<file path="config.mk">
export PLATFORM = sky130hd
export DESIGN_NAME = uart_rx_fifo_flat
export DESIGN_NICKNAME = d
export VERILOG_FILES = /design/src/rtl/uart_rx_fifo_if.sv /design/src/rtl/uart_rx_fifo.sv /design/src/flat_wrapper.sv
export SDC_FILE = /design/constraint.sdc
export NUM_CORES = 1
export LEC_CHECK = 0
export BUFFER_PORTS_ARGS = -buffer_cell sky130_fd_sc_hd__clkbuf_2
export CAP_MARGIN = 10
export CELL_PAD_IN_SITES_DETAIL_PLACEMENT = 1
export CELL_PAD_IN_SITES_GLOBAL_PLACEMENT = 2
export CORE_UTILIZATION = 40
export CTS_CLUSTER_SIZE = 24
export DETAILED_ROUTE_END_ITERATION = 8
export HOLD_SLACK_MARGIN = 0.03
export PLACE_DENSITY_LB_ADDON = 0.1
export SLEW_MARGIN = 25
export SYNTH_ARGS = -nofsm -noshare
export SYNTH_HDL_FRONTEND = slang
export SYNTH_SLANG_ARGS = --single-unit
</file>
<file path="constraint.sdc">
create_clock -name i_clk -period 6.1 [get_ports i_clk]
set_clock_uncertainty 0.1 [all_clocks]
set_input_delay 0.305 -clock i_clk [delete_from_list [all_inputs] [get_ports i_clk]]
set_output_delay 0.305 -clock i_clk [all_outputs]
set_load 0.005 [all_outputs]
</file>
<file path="src/rtl/uart_rx_fifo_if.sv">
// Receive-side FIFO bus: receiver hand-off, CPU pop port and status/overrun flags.
// Latency: n/a (signal bundle only).
// Backpressure: none here; the receiver stays held by its done level until the FIFO clears it.
// Ports (slave = FIFO side):
//   i_rxdata/i_rxerr/i_rxdone  receiver frame and frame-complete level
//   o_rxclear                  receiver re-arm pulse
//   i_rd, o_rdata/o_rderr      pop request and head entry
//   o_empty/o_full/o_count     occupancy
//   o_overrun/i_ovclear        sticky drop flag and its clear
interface uart_rx_fifo_if #(
  parameter int DEPTH_LOG2 = 3
);
  logic [7:0]          i_rxdata;
  logic                i_rxerr;
  logic                i_rxdone;
  logic                o_rxclear;
  logic                i_rd;
  logic [7:0]          o_rdata;
  logic                o_rderr;
  logic                o_empty;
  logic                o_full;
  logic [DEPTH_LOG2:0] o_count;
  logic                o_overrun;
  logic                i_ovclear;

  modport slave (
    input  i_rxdata, i_rxerr, i_rxdone, i_rd, i_ovclear,
    output o_rxclear, o_rdata, o_rderr, o_empty, o_full, o_count, o_overrun
  );

  modport master (
    output i_rxdata, i_rxerr, i_rxdone, i_rd, i_ovclear,
    input  o_rxclear, o_rdata, o_rderr, o_empty, o_full, o_count, o_overrun
  );
endinterface

</file>
<file path="src/rtl/uart_rx_fifo.sv">
// UART receive buffer: captures finished frames, re-arms the receiver, queues frames in a FWFT FIFO.
// Latency: entry written on the capture edge, visible (o_empty=0) and o_rxclear high the next cycle.
// Backpressure: a frame arriving while full is dropped (unless popped the same cycle) and sets o_overrun.
// Ports: i_clk, i_reset (synchronous, active-high), bus (uart_rx_fifo_if.slave).
// Optional build macro UART_RX_FIFO_ERRDROP_EN: errored frames are discarded, entries are 8 bits
// and o_rderr is tied low. Without it errored frames are stored with their error flag.
module uart_rx_fifo #(
  parameter int DEPTH_LOG2 = 3
) (
  input  logic          i_clk,
  input  logic          i_reset,
  uart_rx_fifo_if.slave bus
);
  localparam int DEPTH = 1 << DEPTH_LOG2;
  localparam logic [DEPTH_LOG2:0] DEPTH_CNT = (DEPTH_LOG2 + 1)'(DEPTH);
`ifdef UART_RX_FIFO_ERRDROP_EN
  localparam int EW = 8;
`else
  localparam int EW = 9;
`endif

  typedef enum logic [1:0] {
    S_IDLE  = 2'd0,
    S_CLEAR = 2'd1,
    S_WAIT  = 2'd2
  } state_t;

  state_t                state;
  logic                  rxclear;
  logic                  overrun;
  logic [EW-1:0]         mem [DEPTH];
  logic [DEPTH_LOG2-1:0] wr_ptr;
  logic [DEPTH_LOG2-1:0] rd_ptr;
  logic [DEPTH_LOG2:0]   count;

  logic          capture;
  logic          push_req;
  logic          push;
  logic          pop;
  logic          drop;
  logic          full;
  logic          empty;
  logic [EW-1:0] wr_entry;

  always_comb begin
    capture = (state == S_IDLE) && bus.i_rxdone;
`ifdef UART_RX_FIFO_ERRDROP_EN
    push_req = capture && !bus.i_rxerr;
    wr_entry = bus.i_rxdata;
`else
    push_req = capture;
    wr_entry = {bus.i_rxerr, bus.i_rxdata};
`endif
    full  = (count == DEPTH_CNT);
    empty = (count == '0);
    pop   = bus.i_rd && !empty;
    // When full, a same-cycle pop frees the slot the new frame lands in.
    push  = push_req && (!full || bus.i_rd);
    drop  = push_req && full && !bus.i_rd;
  end

  // Capture FSM. WAIT holds off until the receiver drops done so one
  // frame is never captured twice.
  always_ff @(posedge i_clk) begin
    if (i_reset) begin
      state   <= S_IDLE;
      rxclear <= 1'b0;
    end else begin
      case (state)
        S_IDLE: begin
          rxclear <= 1'b0;
          if (bus.i_rxdone) begin
            state   <= S_CLEAR;
            rxclear <= 1'b1;
          end
        end
        S_CLEAR: begin
          state   <= S_WAIT;
          rxclear <= 1'b0;
        end
        S_WAIT: begin
          rxclear <= 1'b0;
          if (!bus.i_rxdone) state <= S_IDLE;
        end
        default: begin
          state   <= S_IDLE;
          rxclear <= 1'b0;
        end
      endcase
    end
  end

  always_ff @(posedge i_clk) begin
    if (i_reset) begin
      wr_ptr  <= '0;
      rd_ptr  <= '0;
      count   <= '0;
      overrun <= 1'b0;
    end else begin
      if (push) wr_ptr <= wr_ptr + 1'b1;
      if (pop)  rd_ptr <= rd_ptr + 1'b1;
      case ({push, pop})
        2'b10:   count <= count + 1'b1;
        2'b01:   count <= count - 1'b1;
        default: count <= count;
      endcase
      // A new overrun beats a same-cycle clear.
      if (drop)               overrun <= 1'b1;
      else if (bus.i_ovclear) overrun <= 1'b0;
    end
  end

  // Storage needs no reset; pointers and count define what is valid.
  always_ff @(posedge i_clk) begin
    if (push && !i_reset) mem[wr_ptr] <= wr_entry;
  end

  assign bus.o_rxclear = rxclear;
  assign bus.o_empty   = empty;
  assign bus.o_full    = full;
  assign bus.o_count   = count;
  assign bus.o_overrun = overrun;
  // Head is forced to zero while empty so the outputs read 0 out of reset.
  assign bus.o_rdata   = empty ? 8'h00 : mem[rd_ptr][7:0];
`ifdef UART_RX_FIFO_ERRDROP_EN
  assign bus.o_rderr   = 1'b0;
`else
  assign bus.o_rderr   = empty ? 1'b0 : mem[rd_ptr][8];
`endif
endmodule

</file>
<file path="src/flat_wrapper.sv">
// flat-port wrapper written by rule: the top's interface ports become plain ports
module uart_rx_fifo_flat 
#(
  parameter int DEPTH_LOG2 = 3
)
  (i_clk, i_reset, bus_i_rxdata, bus_i_rxerr, bus_i_rxdone, bus_i_rd, bus_i_ovclear, bus_o_rxclear, bus_o_rdata, bus_o_rderr, bus_o_empty, bus_o_full, bus_o_count, bus_o_overrun);
  uart_rx_fifo_if #(.DEPTH_LOG2(DEPTH_LOG2)) bus_i ();
  input  logic i_clk;
  input  logic i_reset;
  input wire logic [$bits(bus_i.i_rxdata)-1:0] bus_i_rxdata;
  input wire logic [$bits(bus_i.i_rxerr)-1:0] bus_i_rxerr;
  input wire logic [$bits(bus_i.i_rxdone)-1:0] bus_i_rxdone;
  input wire logic [$bits(bus_i.i_rd)-1:0] bus_i_rd;
  input wire logic [$bits(bus_i.i_ovclear)-1:0] bus_i_ovclear;
  output wire logic [$bits(bus_i.o_rxclear)-1:0] bus_o_rxclear;
  output wire logic [$bits(bus_i.o_rdata)-1:0] bus_o_rdata;
  output wire logic [$bits(bus_i.o_rderr)-1:0] bus_o_rderr;
  output wire logic [$bits(bus_i.o_empty)-1:0] bus_o_empty;
  output wire logic [$bits(bus_i.o_full)-1:0] bus_o_full;
  output wire logic [$bits(bus_i.o_count)-1:0] bus_o_count;
  output wire logic [$bits(bus_i.o_overrun)-1:0] bus_o_overrun;
  assign bus_i.i_rxdata = bus_i_rxdata;
  assign bus_i.i_rxerr = bus_i_rxerr;
  assign bus_i.i_rxdone = bus_i_rxdone;
  assign bus_i.i_rd = bus_i_rd;
  assign bus_i.i_ovclear = bus_i_ovclear;
  assign bus_o_rxclear = bus_i.o_rxclear;
  assign bus_o_rdata = bus_i.o_rdata;
  assign bus_o_rderr = bus_i.o_rderr;
  assign bus_o_empty = bus_i.o_empty;
  assign bus_o_full = bus_i.o_full;
  assign bus_o_count = bus_i.o_count;
  assign bus_o_overrun = bus_i.o_overrun;
  uart_rx_fifo #(.DEPTH_LOG2(DEPTH_LOG2)) u_core (.i_clk(i_clk), .i_reset(i_reset), .bus(bus_i));
endmodule
</file>
# ---- Word level (Yosys, flattened, before mapping)
# Memory sizes are Yosys's and may differ from the RTL's. A register that Yosys moved wholly into a read port is not among the register bits.
# Index checks and enable logic that the tools add are counted.
dict set report totals {
  in_bits 14
  register_bits 14
  ramBits 72
  n_memories 1
}
# name depth word_bits read_ports rd_ports_with_merged_regs wr line_no
set memory_table {}
lappend memory_table {u_core.mem 8 9 1 1 1 uart_rx_fifo.sv:31} ;# logic [EW-1:0] mem [DEPTH];
dict set report classes {
  n_reduce_logical 17
  bitwise_logic 1
  add_sub_neg 4
  n_mux 13
  eq_ne 7
}
# op count
set ops {}
lappend ops {{2-to-1 mux 8 bit} 1}
lappend ops {{one-hot mux 4 bit (2 select lines)} 1}
lappend ops {{adder 3 x 1 -> 3 bit (second input constant)} 2}
lappend ops {{logical AND 1 bit} 6}
lappend ops {{2-to-1 mux 1 bit} 6}
lappend ops {{2-to-1 mux 3 bit} 2}
lappend ops {{one-hot mux 2 bit (3 select lines)} 1}
lappend ops {{adder 4 x 1 -> 4 bit (second input constant)} 1}
lappend ops {{equality test 2 x 1 -> 1 bit (second input constant)} 2}
lappend ops {{equality test 2 bit (second input constant)} 2}
lappend ops {{equality test 4 bit (second input constant)} 1}
lappend ops {{logical NOT 1 bit} 4}
lappend ops {{logical NOT 4 bit} 1}
lappend ops {{2-to-1 mux 2 bit} 2}
lappend ops {{inequality test 2 bit (second input constant)} 2}
lappend ops {{nonzero test 2 bit} 2}
lappend ops {{subtractor 4 x 1 -> 4 bit (second input constant)} 1}
lappend ops {{logical NOT 2 bit} 1}
lappend ops {{AND reduction 2 bit} 1}
lappend ops {{OR reduction 2 bit} 1}
lappend ops {{logical OR 1 bit} 1}
lappend ops {{inverter 1 bit} 1}

# ---- Logic depth before layout (Yosys ltp)
dict set report depth {
  word_depth 7
  depth_mapped 9
  ltp_nobuf 8
}

# ---- Worst setup path after synthesis
# OpenSTA, ideal clock, no wires.
dict set report synth_timing {
  kind {flip-flop to flip-flop}
  from {register u_core.count[2] (netlist: u_core.bus.o_count[2])}
  to {register u_core.count[3] (netlist: u_core.bus.o_count[3])}
  slack_ns 3.327
  setup_time_ns 0.121
  arrival_time_ns 2.552
  t_required_ns 5.879
  stages_incl_launch_ff 9
  synth_period_minus_slack_ns 2.773
  n_path_buf 1
  path_cell_list {dfxtp_1 -> clkbuf_1 -> or4b_4 -> o21ai_4 -> ha_1 -> or3b_2 -> a221oi_2 -> a41oi_1 -> mux2_4}
}
dict set report synth_between {
  elab_chain_cells 6
}
# element line_no
set synth_rtl {}
lappend synth_rtl {{start, declared} uart_rx_fifo.sv:34} ;# logic [DEPTH_LOG2:0] count;
lappend synth_rtl {{start signal, assigned} uart_rx_fifo.sv:103} ;# 2'b10: count <= count + 1'b1;
lappend synth_rtl {{start signal, assigned} uart_rx_fifo.sv:104} ;# 2'b01: count <= count - 1'b1;
lappend synth_rtl {{start signal, assigned} uart_rx_fifo.sv:105} ;# default: count <= count;
lappend synth_rtl {{equality test 4 bit} uart_rx_fifo.sv:54} ;# full = (count == DEPTH_CNT);
lappend synth_rtl {{logical NOT 1 bit} uart_rx_fifo.sv:58} ;# push = push_req && (!full || bus.i_rd);
lappend synth_rtl {{logical OR 1 bit} uart_rx_fifo.sv:58}
lappend synth_rtl {{logical AND 1 bit} uart_rx_fifo.sv:58}
lappend synth_rtl {{equality test 2 x 1 -> 1 bit / equality test 2 bit (equally long branches)} uart_rx_fifo.sv:102} ;# case ({push, pop})
lappend synth_rtl {{one-hot mux 4 bit (2 select lines) / nonzero test 2 bit (equally long branches)} n/a}
# Parallel ways exist; a longest one is shown, timed or not.
# A chain may end at the register's enable or synchronous reset.

# ---- Worst setup path after layout
dict set report layout_timing {
  from {register u_core.count[1] (netlist: u_core.bus.o_count[1])}
  to {register u_core.count[3] (netlist: u_core.bus.o_count[3])}
}
# Same word-level chain as after synthesis.

==> results.cfg <==
[power]
power.density_mw_per_mm2 = 365
ir_worst_vdd_mv = 0.163
leakagePower_uw = 0.00136
p_total_uw = 1480

[clock_network]
cts_root_buffer = clkbuf_8
cts_resized = 0
cts.sink_count = 89
post_cts_buffers = 0
cts_tree = done
clk_pin_slew_ps = 100
htree_levels = 3
worstSkewPairLatency_ps = 360
cts_inserted_buffers = 9
cts_buffer_depth = 2
ctsHoldBuffers = 0

[die]
core_mm2 = 0.00872
die_x_um = 96.7
initial_core_util = 0.412
die_h_um = 96.7
dieArea_mm2 = 0.00936
pin_count = 31
core.rowCount = 34

[logic_synthesis]
synth_nets = 226
synth-seq-cells = 89
ys_seq_area_frac = 0.697
syn_avg_cell_area_um2 = 17.3
netlist_area_mm2 = 0.00359
ys_types = 38
yosys_warnings = 0
synth_cells = 208

[layout]
final_util = 0.464
final_nets = 259
fillCellCount = 846
syn2layout_area_growth_pct = 12.8
drive_gt1_frac = 0.325
final_cells = 354
antenna_cells = 0

[hold_path]
min-delay-start = bus_i_rxdata[7]
min_to = u_core.mem[3][7]
hp-class = input pin to flip-flop
hold_depth = 1

[status]
outcome = finished clean

[grt]
grt_pass1_vias = 2057
grt_first_pass_wirelength_mm = 11.5
track_usage = 0.166
grt_overflow_total = 0
grt_max_degree = 22
antenna_found_initial = 0

[sta]
relSlewSlack = 0.308
fin_hold_ws_ps = 115
worstMarginPinSlew_ps = 1030
slew_violations = 0
tns_ps = 0
fmax_mhz = 332
period_needed_ps = 3010
finalSetupViolations = 0
final_hold_viol_count = 0
grt_setup_unrepaired = no
post-route-period-util = 0.493

[critical_path]
path_class = flip-flop to flip-flop
rrSetupSlack_ps = 3090
timing.rr.end = u_core.bus.o_count[3]
crit_arrival_ps = 3160
cp.required_ps = 6250
crit_path_end_kind = flip-flop
critPathLaunchType = flip-flop
r2r_cells = 7
r2r-start = u_core.bus.o_count[1]
crit_fanout = 10

[drt]
first_pass_iters = 5
drc = 0
vias_per_cell = 5.28
wl_per_cell_um = 20.1
vias = 1868
ant_nets = 0
drt_iter0_drc = 116
drt-total-wl_mm = 7.12

[placement]
dpl.cell_count = 338
io_buffers = 30
gp_congestion = 0.828
hpwl_mm = 4.61

[job]
cap_violations = 0
[through the flow]
stage / setup WS (ps) / instance area, um2
3_3_place_gp: 3210 / 3870
6_report: 3090 / 4050
3_5_place_dp: 3110 / 3870
4_1_cts: 3090 / 4050
2_1_floorplan: 3330 / 3590
5_1_grt: 2950 / 4050
[power by group]
group	total (uW)	switching [uW]	internal [uW]
Clock	373	221	152
Sequential	728	43.6	684
Combinational	375	185	190
[registers in the layout, summed over array words and instances (netlist names), named ones only]
name / flops
u_core.state: 2
u_core.bus.o_rxclear: 1
u_core.bus.o_overrun: 1
u_core.mem: 72
u_core.bus.o_count: 4
u_core.rd_ptr: 3
u_core.wr_ptr: 3
[routing by layer]
layer / vias to the layer above / part of all wire / track usage
met3: 10 / 0.035 / 0.0332
li1: 873 / - / -
met2: 35 / 0.52 / 0.282
met5: - / 0 / 0
met4: 0 / 0.016 / 0.0804
met1: 950 / 0.43 / 0.201
[worst max-delay path by stage]
stage | start | end | slack (ps) | cells past startpoint
6_report | u_core.bus.o_count[1] | u_core.bus.o_count[3] | 3090 | 7
2_1_floorplan | u_core.bus.o_count[2] | u_core.bus.o_count[3] | 3330 | 8
3_3_place_gp | u_core.bus.o_count[1] | u_core.bus.o_count[3] | 3210 | 7
3_5_place_dp | u_core.bus.o_count[1] | u_core.bus.o_count[3] | 3110 | 7
4_1_cts | u_core.bus.o_count[1] | u_core.bus.o_count[3] | 3090 | 7
5_1_grt | u_core.bus.o_count[1] | u_core.bus.o_count[3] | 2950 | 7
[logic make-up (layout without fill, tap and decap cells)]
group	after synthesis	in the layout	share of synthesized area
compound gates	10	10	0.0237
simple gates	52	52	0.0725
buf+inv	14	52	0.0209
fa+ha+maj	4	4	0.0139
xor+xnor	5	5	0.0122
flops	89	89	0.697
mux	34	34	0.160
[critical path, stage by stage (launching register included)]
cell      delay (ps)
dfxtp_1          430
or4b_4           600
o21ai_4          310
ha_1             320
or3b_2           470
a221oi_2         240
a41oi_1           90
mux2_4           320
[area by class of cell]
| type | instances | area (um2) | share of cell area |
|---|---|---|---|
| Clock inverter | 7 | 52.6 | 0.0130 |
| Multi-Input combinational cell | 105 | 1050 | 0.260 |
| Clock buffer | 9 | 124 | 0.0306 |
| Timing Repair Buffer | 33 | 173 | 0.0426 |
| Sequential cell | 89 | 2500 | 0.618 |
| Tap cell | 108 | 135 | 0.0334 |
| Inverter | 3 | 11.3 | 0.00278 |
[synthesized netlist by cell type (all sizes together)]
master,n,area [um2]
o211ai,1,7.51
nand3b,2,15.0
a21oi,2,10.0
nor3b,1,7.51
or4b,1,13.8
nor4b,1,8.76
xnor2,1,8.76
nor2,30,113
xor2,4,35.0
nor3,4,20.0
or3,1,6.26
a41oi,1,8.76
inv,3,11.3
nor4,2,18.8
nand2b,1,6.26
ha,4,50.1
nand2,4,15.0
a221oi,1,15.0
mux4,18,405
mux2,3,37.5
buf,8,51.3
or3b,2,17.5
o21ai,3,26.3
mux2i,13,130
a31oi,1,6.26
dfxtp,17,340
edfxtp,72,2160
o41a,1,11.3
clkbuf,3,12.5
nor2b,3,18.8
[cells in the final DEF, fill, tap and decap left out, drive strengths merged]
master	n
edfxtp	72
xnor2	1
nor2b	3
mux2	3
buf	3
mux2i	13
xor2	4
nor2	30
a221oi	1
nor3	4
dfxtp	17
a21oi	2
inv	6
nor4b	1
a31oi	1
a41oi	1
nand3b	2
or3	1
or4b	1
nor3b	1
nand2	4
or3b	2
o41a	1
clkbuf	39
nand2b	1
mux4	18
o211ai	1
ha	4
nor4	2
clkinv	4
o21ai	3
(Power assumes the default switching activity.)
